`src/rtl/qam_symbol_sched.sv`:
```
// Symbol scheduler and bit packer for the scale-QAM mapper: slices a byte stream
// into per-symbol I/Q bit groups and strobes the mapper once per symbol period.
module qam_symbol_sched #(
  parameter int SYM_DIV    = 4,
  parameter int FRAME_SYMS = 64
) (
  input  logic        dclk,
  input  logic        rst_n,
  input  logic [7:0]  s_data,
  input  logic        s_valid,
  output logic        s_ready,
  input  logic [2:0]  cfg_modi,
  input  logic        cfg_run,
  output logic [11:0] sym_data,
  output logic [2:0]  sym_modi,
  output logic        sym_en,
  output logic        frame_start,
  output logic        underrun,
  output logic        busy
);

  typedef enum logic [0:0] {
    IDLE = 1'b0,
    RUN  = 1'b1
  } state_e;

  localparam logic [15:0] DIV_LAST   = 16'(SYM_DIV - 1);
  localparam logic [15:0] FRAME_LAST = 16'(FRAME_SYMS - 1);
  localparam logic [2:0]  MODI_NULL  = 3'd7;

  state_e      state_q, state_d;
  logic [2:0]  act_modi_q, act_modi_d;
  logic [15:0] div_cnt_q, div_cnt_d;
  logic [15:0] sym_cnt_q, sym_cnt_d;
  logic [19:0] acc_q, acc_d;
  logic [4:0]  cnt_q, cnt_d;
  logic [11:0] sym_data_q, sym_data_d;
  logic [2:0]  sym_modi_q, sym_modi_d;
  logic        sym_en_q, sym_en_d;
  logic        frame_start_q, frame_start_d;
  logic        underrun_q, underrun_d;

  logic [2:0]  k;
  logic [3:0]  bps;
  logic [5:0]  kmask;
  logic [19:0] q_src;
  logic [5:0]  i_bits;
  logic [5:0]  q_bits;
  logic        tick;
  logic        consume;
  logic [19:0] acc_mid;
  logic [4:0]  cnt_mid;

  assign s_ready     = (state_q == RUN) && (cnt_q <= 5'd12);
  assign busy        = (state_q == RUN);
  assign sym_data    = sym_data_q;
  assign sym_modi    = sym_modi_q;
  assign sym_en      = sym_en_q;
  assign frame_start = frame_start_q;
  assign underrun    = underrun_q;

  // Per-axis and per-symbol bit counts for the mode latched at the frame start.
  always_comb begin
    k   = 3'd0;
    bps = 4'd0;
    case (act_modi_q)
      3'd0:    begin k = 3'd1; bps = 4'd1;  end
      3'd1:    begin k = 3'd1; bps = 4'd2;  end
      3'd2:    begin k = 3'd2; bps = 4'd4;  end
      3'd3:    begin k = 3'd3; bps = 4'd6;  end
      3'd4:    begin k = 3'd4; bps = 4'd8;  end
      3'd5:    begin k = 3'd5; bps = 4'd10; end
      3'd6:    begin k = 3'd6; bps = 4'd12; end
      default: begin k = 3'd0; bps = 4'd0;  end
    endcase
  end

  // Oldest bits sit at acc[0]; I takes the first k, Q the next k (none for BPSK).
  always_comb begin
    kmask  = ~(6'h3F << k);
    q_src  = acc_q >> k;
    i_bits = acc_q[5:0] & kmask;
    q_bits = (act_modi_q == 3'd0) ? 6'd0 : (q_src[5:0] & kmask);
  end

  assign tick = (div_cnt_q == DIV_LAST);

  always_comb begin
    state_d       = state_q;
    act_modi_d    = act_modi_q;
    div_cnt_d     = div_cnt_q;
    sym_cnt_d     = sym_cnt_q;
    acc_d         = acc_q;
    cnt_d         = cnt_q;
    sym_data_d    = sym_data_q;
    sym_modi_d    = sym_modi_q;
    sym_en_d      = 1'b0;
    frame_start_d = 1'b0;
    underrun_d    = 1'b0;
    consume       = 1'b0;
    acc_mid       = acc_q;
    cnt_mid       = cnt_q;

    case (state_q)
      IDLE: begin
        acc_d = 20'd0;
        cnt_d = 5'd0;
        if (cfg_run) begin
          act_modi_d = cfg_modi;
          div_cnt_d  = 16'd0;
          sym_cnt_d  = 16'd0;
          state_d    = RUN;
        end
      end

      RUN: begin
        div_cnt_d = tick ? 16'd0 : div_cnt_q + 16'd1;
        if (tick) begin
          sym_en_d      = 1'b1;
          frame_start_d = (sym_cnt_q == 16'd0);
          if (act_modi_q == MODI_NULL) begin
            sym_data_d = 12'd0;
            sym_modi_d = MODI_NULL;
          end else if (cnt_q >= {1'b0, bps}) begin
            consume    = 1'b1;
            sym_data_d = {q_bits, i_bits};
            sym_modi_d = act_modi_q;
          end else begin
            sym_data_d = 12'd0;
            sym_modi_d = MODI_NULL;
            underrun_d = 1'b1;
          end
          if (sym_cnt_q == FRAME_LAST) begin
            sym_cnt_d  = 16'd0;
            act_modi_d = cfg_modi;
            if (!cfg_run) state_d = IDLE;
          end else begin
            sym_cnt_d = sym_cnt_q + 16'd1;
          end
        end

        // Same-cycle consume and accept: new byte lands above the surviving bits.
        acc_mid = consume ? (acc_q >> bps) : acc_q;
        cnt_mid = consume ? (cnt_q - {1'b0, bps}) : cnt_q;
        if (s_valid && s_ready) begin
          acc_d = acc_mid | ({12'd0, s_data} << cnt_mid);
          cnt_d = cnt_mid + 5'd8;
        end else begin
          acc_d = acc_mid;
          cnt_d = cnt_mid;
        end
      end

      default: state_d = IDLE;
    endcase
  end

  always_ff @(posedge dclk or negedge rst_n) begin
    if (!rst_n) begin
      state_q       <= IDLE;
      act_modi_q    <= MODI_NULL;
      div_cnt_q     <= 16'd0;
      sym_cnt_q     <= 16'd0;
      acc_q         <= 20'd0;
      cnt_q         <= 5'd0;
      sym_data_q    <= 12'd0;
      sym_modi_q    <= MODI_NULL;
      sym_en_q      <= 1'b0;
      frame_start_q <= 1'b0;
      underrun_q    <= 1'b0;
    end else begin
      state_q       <= state_d;
      act_modi_q    <= act_modi_d;
      div_cnt_q     <= div_cnt_d;
      sym_cnt_q     <= sym_cnt_d;
      acc_q         <= acc_d;
      cnt_q         <= cnt_d;
      sym_data_q    <= sym_data_d;
      sym_modi_q    <= sym_modi_d;
      sym_en_q      <= sym_en_d;
      frame_start_q <= frame_start_d;
      underrun_q    <= underrun_d;
    end
  end

endmodule

```
`config.mk`:
```
export PLATFORM = sky130hd
export DESIGN_NAME = qam_symbol_sched
export DESIGN_NICKNAME = d
export VERILOG_FILES = /design/src/rtl/qam_symbol_sched.sv
export SDC_FILE = /design/constraint.sdc
export NUM_CORES = 1
export LEC_CHECK = 0
export ABC_AREA = 1
export CAP_MARGIN = 20
export CORE_MARGIN = 4
export CORE_UTILIZATION = 60
export DETAILED_ROUTE_END_ITERATION = 6
export PLACE_DENSITY = 0.91
export SYNTH_ARGS = -nofsm -noshare
export SYNTH_HDL_FRONTEND = slang
export SYNTH_SLANG_ARGS = --single-unit
export TNS_END_PERCENT = 5
```
`constraint.sdc`:
```
create_clock -name dclk -period 3.55 [get_ports dclk]
set_input_delay 0.71 -clock dclk [delete_from_list [all_inputs] [get_ports dclk]]
set_output_delay 0.71 -clock dclk [all_outputs]
set_load 0.005 [all_outputs]
```
## Word level (Yosys, flattened, before mapping)

Index checks and enable logic that the tools add are counted.

| cells by class | value |
|---|---|
| add/sub/neg operators | 4 |
| $lt $le $gt $ge | 2 |
| equal/unequal tests | 12 |
| shifts and indexed selects | 4 |
| multiplexer cells | 39 |
| bitwise operators | 5 |
| reductions and logical operators | 8 |

Operators by type and width:

| kind | number |
|---|---|
| $mux W16 | 4 |
| $pmux W16 S2 | 2 |
| $mux W20 | 2 |
| $pmux W20 S2 | 1 |
| $add A16 B1 Y16 const B | 2 |
| $pmux W4 S7 | 1 |
| $mux W12 | 2 |
| $or A20 B20 Y20 | 1 |
| $shl A8 B5 Y20 | 1 |
| $shr A20 B3 Y6 | 1 |
| $shr A20 B4 Y20 | 1 |
| $pmux W3 S6 | 1 |
| $eq A16 B2 Y1 const B | 1 |
| $eq A16 B6 Y1 const B | 1 |
| $logic_not A16 Y1 | 1 |
| $mux W1 | 15 |
| $mux W3 | 5 |
| $and A6 B6 Y6 | 2 |
| $eq A3 B3 Y1 const B | 4 |
| $mux W5 | 2 |
| $pmux W5 S2 | 1 |
| $eq A3 B2 Y1 const B | 2 |
| $mux W6 | 1 |
| $not A6 Y6 | 1 |
| other kinds (16) | 19 |

| word-level totals | value |
|---|---|
| bits in registers | 79 |
| bits of input ports | 15 |
| output and inout bits | 20 |
| logic and storage cells | 85 |

## Logic depth before layout (Yosys ltp)

| logic depth | value |
|---|---|
| depth after elaboration | 12 |
| mapped depth | 22 |
| depth with buffers taken out | 19 |

## Worst setup path after synthesis

No wires, ideal clock.

| path | value |
|---|---|
| path type | register to register |
| from | register act_modi_q[2] |
| to | register acc_q[14] |
| library setup time | 0.082 ns |
| arrival | 3.075 ns |
| data required time | 3.468 ns |
| setup slack | 0.393 ns |
| cell stages (with the launch flop) | 20 |
| path buffers | 2 |
| period minus slack after synthesis | 3.157 ns |
| path through | dfstp_2 buf_2 inv_2 nor2_1 inv_1 clkbuf_1 ha_1 inv_1 nor2_1 nand3_1 nand2_2 nand3_4 clkinv_2 nand2_1 nand2_2 nand2_4 nor2_4 nand2_2 or2_0 a31oi_1 |

| between the ends | value |
|---|---|
| word-level cells in the longest chain between the ends | 12 |
| elaborated cells on any way between the ends | 22 |
| classes of those cells | 1 x add/sub; 1 x order compare; 7 x eq/ne; 2 x shift; 9 x mux; 1 x bitwise; 1 x reduce/logical |

RTL lines:

| item | line | source |
|---|---|---|
| start, declared | 32 | `logic [2:0] act_modi_q, act_modi_d;` |
| start signal, assigned | 173 | `act_modi_q <= act_modi_d;` |
| $eq A3 B3 Y1, or another cell as far along | 66 | `case (act_modi_q)` |
| $pmux W4 S7 | 66 |  |
| $ge A5 B4 Y1 | 124 | `end else if (cnt_q >= {1'b0, bps}) begin` |
| $mux W1 | 124 |  |
| $mux W1 | 121 | `if (act_modi_q == MODI_NULL) begin` |
| $mux W1 | 118 | `if (tick) begin` |
| $mux W1 | 104 | `case (state_q)` |
| $mux W5 | 144 | `cnt_mid = consume ? (cnt_q - {1'b0, bps}) : cnt_q;` |
| $shl A8 B5 Y20 | 146 | `acc_d = acc_mid \| ({12'd0, s_data} << cnt_mid);` |
| $or A20 B20 Y20 | 146 |  |
| $mux W20 (*) | 145 | `if (s_valid && s_ready) begin` |
| $pmux W20 S2 (*) | 104 |  |
| named net acc_d[14] | 35 | `logic [19:0] acc_q, acc_d;` |
| end signal, assigned | 164 | `acc_q <= 20'd0;` |
| end signal, assigned | 176 | `acc_q <= acc_d;` |
| end, declared | 35 |  |

Mark *: on every way through the listed nets, which the timed path passes. The rest lies on a longest branch. The select of a mux whose other input is x is not followed.
A chain may end at the register's enable or synchronous reset.

## Final worst setup path

Ends and elaborated chain as after synthesis.

==> results.txt <==
----------------------------------------------------
[Outcome]
  Outcome ... finished with violations
  Violations in the final reports ... DRC

[Cells and area]
  Combined flip-flop and latch cell area ... 1980 µm²
  Non-Filler Instances ... 932
  Multi-input combinational cell area ... 2960 µm²
  Count of antenna diodes in the layout ... 0
  Core utilization of the finished layout ... 0.696
  Number of inserted filler cells in the final layout ... 719
  Final layout net count ... 842
  Area overhead of the layout relative to synthesis ... 12.3%
  Design Area, Final ... 6100 µm²
  Fraction of final layout cells sized beyond drive strength 1 ... 0.0898

[Global route]
  Vias in the first global route ... 5303
  Wire length of the first global-routing pass ... 25000 µm
  Largest net degree at the start of global routing ... 57
  GR Util All Layers ... 0.298
  Global-route congestion overflow total ... 0
  Antenna violations before repair ... 0

[Setup path]
  Capturing element type of the critical path ... flop
  Critical setup path kind ... reg -> reg
  Crit path largest cell delay ... 0.63 ns
  Startpoint types ... flop
  Worst Path Arrival ... 3.53 ns
  Critical Path RT ... 3.82 ns
  Buffering stage count on the worst path with inverters included ... 2
  Register-to-register path setup slack ... 0.29 ns
  Maximum fanout along the worst path ... 17
  Cell mode on critical path ... nand2_2
  CP max stage cell ... dfstp_2
  Crit-path leading delay family ... simple AND/OR/NAND/NOR gates
  Cell breakdown of the critical path ... nor2_1 -> nand2_2 -> inv_1 -> ha_1 -> nand2_1 -> nor2_1 -> nor2_1 -> nand2_2 -> nand3_4 -> clkinv_2 -> nand2_1 -> nand2_2 -> nand2_4 -> nor2_4 -> nand2_2 -> or2_0 -> a31oi_1

[Logic synthesis]
  Count of flip-flops with a built-in enable after synthesis ... 0
  Avg Inst Size Synth ... 6.90 µm²
  Post-synthesis cell count ... 787
  Portion of the post-synthesis area used by sequential elements ... 0.366
  Library cells used by synthesis ... 51
  Cells taking the most area after synthesis ... dfrtp_1 (34%), nand2_1 (13%), o21ai_0 (7.5%), nand3_1 (6.3%), inv_1 (5.6%)
  Leading register cell type out of synthesis ... dfrtp_1
  Biggest area consumer among synthesized cells ... dfrtp_1
  YS warnings ... 0
  Leading cell type by number of instances after synthesis ... nand2_1
  Synth Register Bits ... 79
  Most frequent cells after synthesis ... nand2_1 (188), inv_1 (81), o21ai_0 (81)
  Share of the synthesized area in the top cell type ... 0.336
  Syn Nets ... 810
  Async set-reset flop share out of synthesis ... 1.00
  Area of the mapped netlist ... 5430 µm²

[Place]
  Final GP Congestion ... 0.999
  Number of placed cells counting well taps ... 916
  Total of buffers placed on input and output ports ... 34
  Pre-CTS worst setup slack ... 0.340 ns
  HPWL Detailed ... 11400 µm
  Post-DP Area ... 5880 µm²

[CTS]
  Clock tree root buffer cell ... clkbuf_8
  Bufs on Longest Clock Path ... 2
  Total CTS buffers ... 9
  Number of H-tree levels ... 3
  CTS tree ... built
  Post-CTS clock slew at the launch and capture registers of the worst setup and hold paths ... 0.09 ns
  Sinks on the clock net ... 79
  Worst-skew pair later-pin latency ... 0.36 ns

[STA]
  Time the worst path needs with I/O delays and setup ... 3.26 ns
  Accumulated negative setup slack ... 0 ns
  Worst slew slack as a fraction of its limit ... 0.516
  Number of setup violations in the final report ... 0
  Worst clock skew ... 0.0130 ns
  Worst setup margin ... 0.291 ns
  RSZ-0062 raised after global routing ... no
  Final hold slack ... 0.395 ns
  Pin slew with the least headroom to its limit ... 0.725 ns
  Fin crit share ... 0.918
  Slew Limit Fails ... 0
  Upper clock frequency limit ... 307 MHz
  Final count of hold timing violations ... 0

[Power and ir drop]
  Sum of internal, switching and leakage power ... 1.87 mW
  Leakage dissipation ... 2.90 nW
  Power Dens Cells ... 307 nW/µm²
  Max VDD drop ... 0.000213 V

[Floorplanning]
  Number of core rows ... 34
  Number of top-level pins ... 35
  Floorplan die width ... 103 µm
  Die span in y ... 103 µm
  Core Footprint ... 8760 µm²
  Initial cell density of the core ... 0.620
  Area of the die ... 10600 µm²

[Drt]
  Routed metal-1 wire length ... 6340 µm
  Via density per instance ... 6.06
  Met3 layer wire length in the routed design ... 1060 µm
  Routed wl met2 ... 7330 µm
  DRC violation count after routing ... 3
  DRC violation total after the first TritonRoute iteration ... 473
  Remaining antenna violation count ... 0
  Routed length per placed instance ... 16.3 µm
  Total number of vias ... 5647
  Top metal layer carrying routed signals ... met4
  Final WL ... 15200 µm
  First drt pass iteration count ... 7

[Job]
  Max Cap Viol ... 0

[Worst hold path]
  Worst hold path class ... in -> async

----------------------------------------------------
[cells in the final DEF, fill, tap and decap left out, drive strengths merged]
cell	n
nor2	72
o21ai	84
o211ai	4
a32o	1
ha	7
a211oi	1
nor3	18
o31ai	2
nor4	4
clkdlybuf4s50	33
a221oi	1
inv	100
or2	4
nand3	69
dfstp	6
o41ai	6
o221ai	1
xor2	7
o22ai	17
a31oi	6
a21oi	51
clkbuf	10
fa	1
nand4	13
a32oi	1
xnor2	2
or3	1
a311oi	1
o32ai	2
a22oi	3
buf	13
mux2i	3
clkinvlp	1
a22o	1
o2111ai	2
dfrtp	73
bufinv	1
o21a	1
nand2	199
clkinv	2
[timing repair]
| action | 4_1_cts | 5_1_grt |
|---|---|---|
| hold buffers | 0 | 0 |
| endpoints found under the setup margin | 0 | 5 |
| setup buffers | 0 | 0 |
| gates resized for setup | 0 | 1 |
[path summary, 6_finish.rpt]
kind | start | end | cells after the start
worst max-delay path | act_modi_q[2]$_DFFE_PN1P_ | acc_q[14]$_DFF_PN0_ | 17
worst min register to register | sym_modi[1]$_DFFE_PN1P_ | sym_modi[1]$_DFFE_PN1P_ | 2
worst min-delay path | rst_n | acc_q[7]$_DFF_PN0_ | 1
worst max register to register | act_modi_q[2]$_DFFE_PN1P_ | acc_q[14]$_DFF_PN0_ | 17
max in group asynchronous | rst_n | act_modi_q[1]$_DFFE_PN1P_ | 2
min in group dclk | sym_modi[1]$_DFFE_PN1P_ | sym_modi[1]$_DFFE_PN1P_ | 2
[cells by family after synthesis]
| kind of cell | share of synthesized area |
|---|---|
| buffers and inverters | 0.0885 |
| adder cells (fa/ha/maj) | 0.0198 |
| AO/OA/AOI/OAI | 0.195 |
| XOR/XNOR | 0.0145 |
| flip-flops | 0.366 |
| multiplexers | 0.00553 |
| AND/OR/NAND/NOR | 0.311 |
[registers in the layout (all words and copies together), names as in the netlist, 3 cells and up]
name        cells
acc_q          20
act_modi_q      3
cnt_q           5
div_cnt_q      16
sym_cnt_q      16
sym_data       12
sym_modi        3
[final cells by class]
| class | count | area share |
|---|---|---|
| inverters | 98 | 0.0605 |
| clock inverters | 6 | 0.0123 |
| well taps | 108 | 0.0222 |
| flip-flops and latches | 79 | 0.325 |
| multi-input cells | 585 | 0.486 |
| clock buffers | 10 | 0.0226 |
| repair buffers | 46 | 0.0708 |
[layer usage]
| layer | up-vias | global-route usage |
|---|---|---|
| li1 | 2721 | - |
| met1 | 2650 | 0.401 |
| met2 | 237 | 0.494 |
| met3 | 39 | 0.0399 |
| met4 | 0 | 0.109 |
| met5 | - | 0 |
[power by group]
part | leakage [nW] | switching [mW] | internal [mW]
Combinational | 1.87 | 0.159 | 0.0757
Sequential | 0.922 | 0.0120 | 0.910
Clock | 0.106 | 0.357 | 0.357
Total | 2.90 | 0.528 | 1.34
No activity file was read; power rests on OpenSTA's default activity.
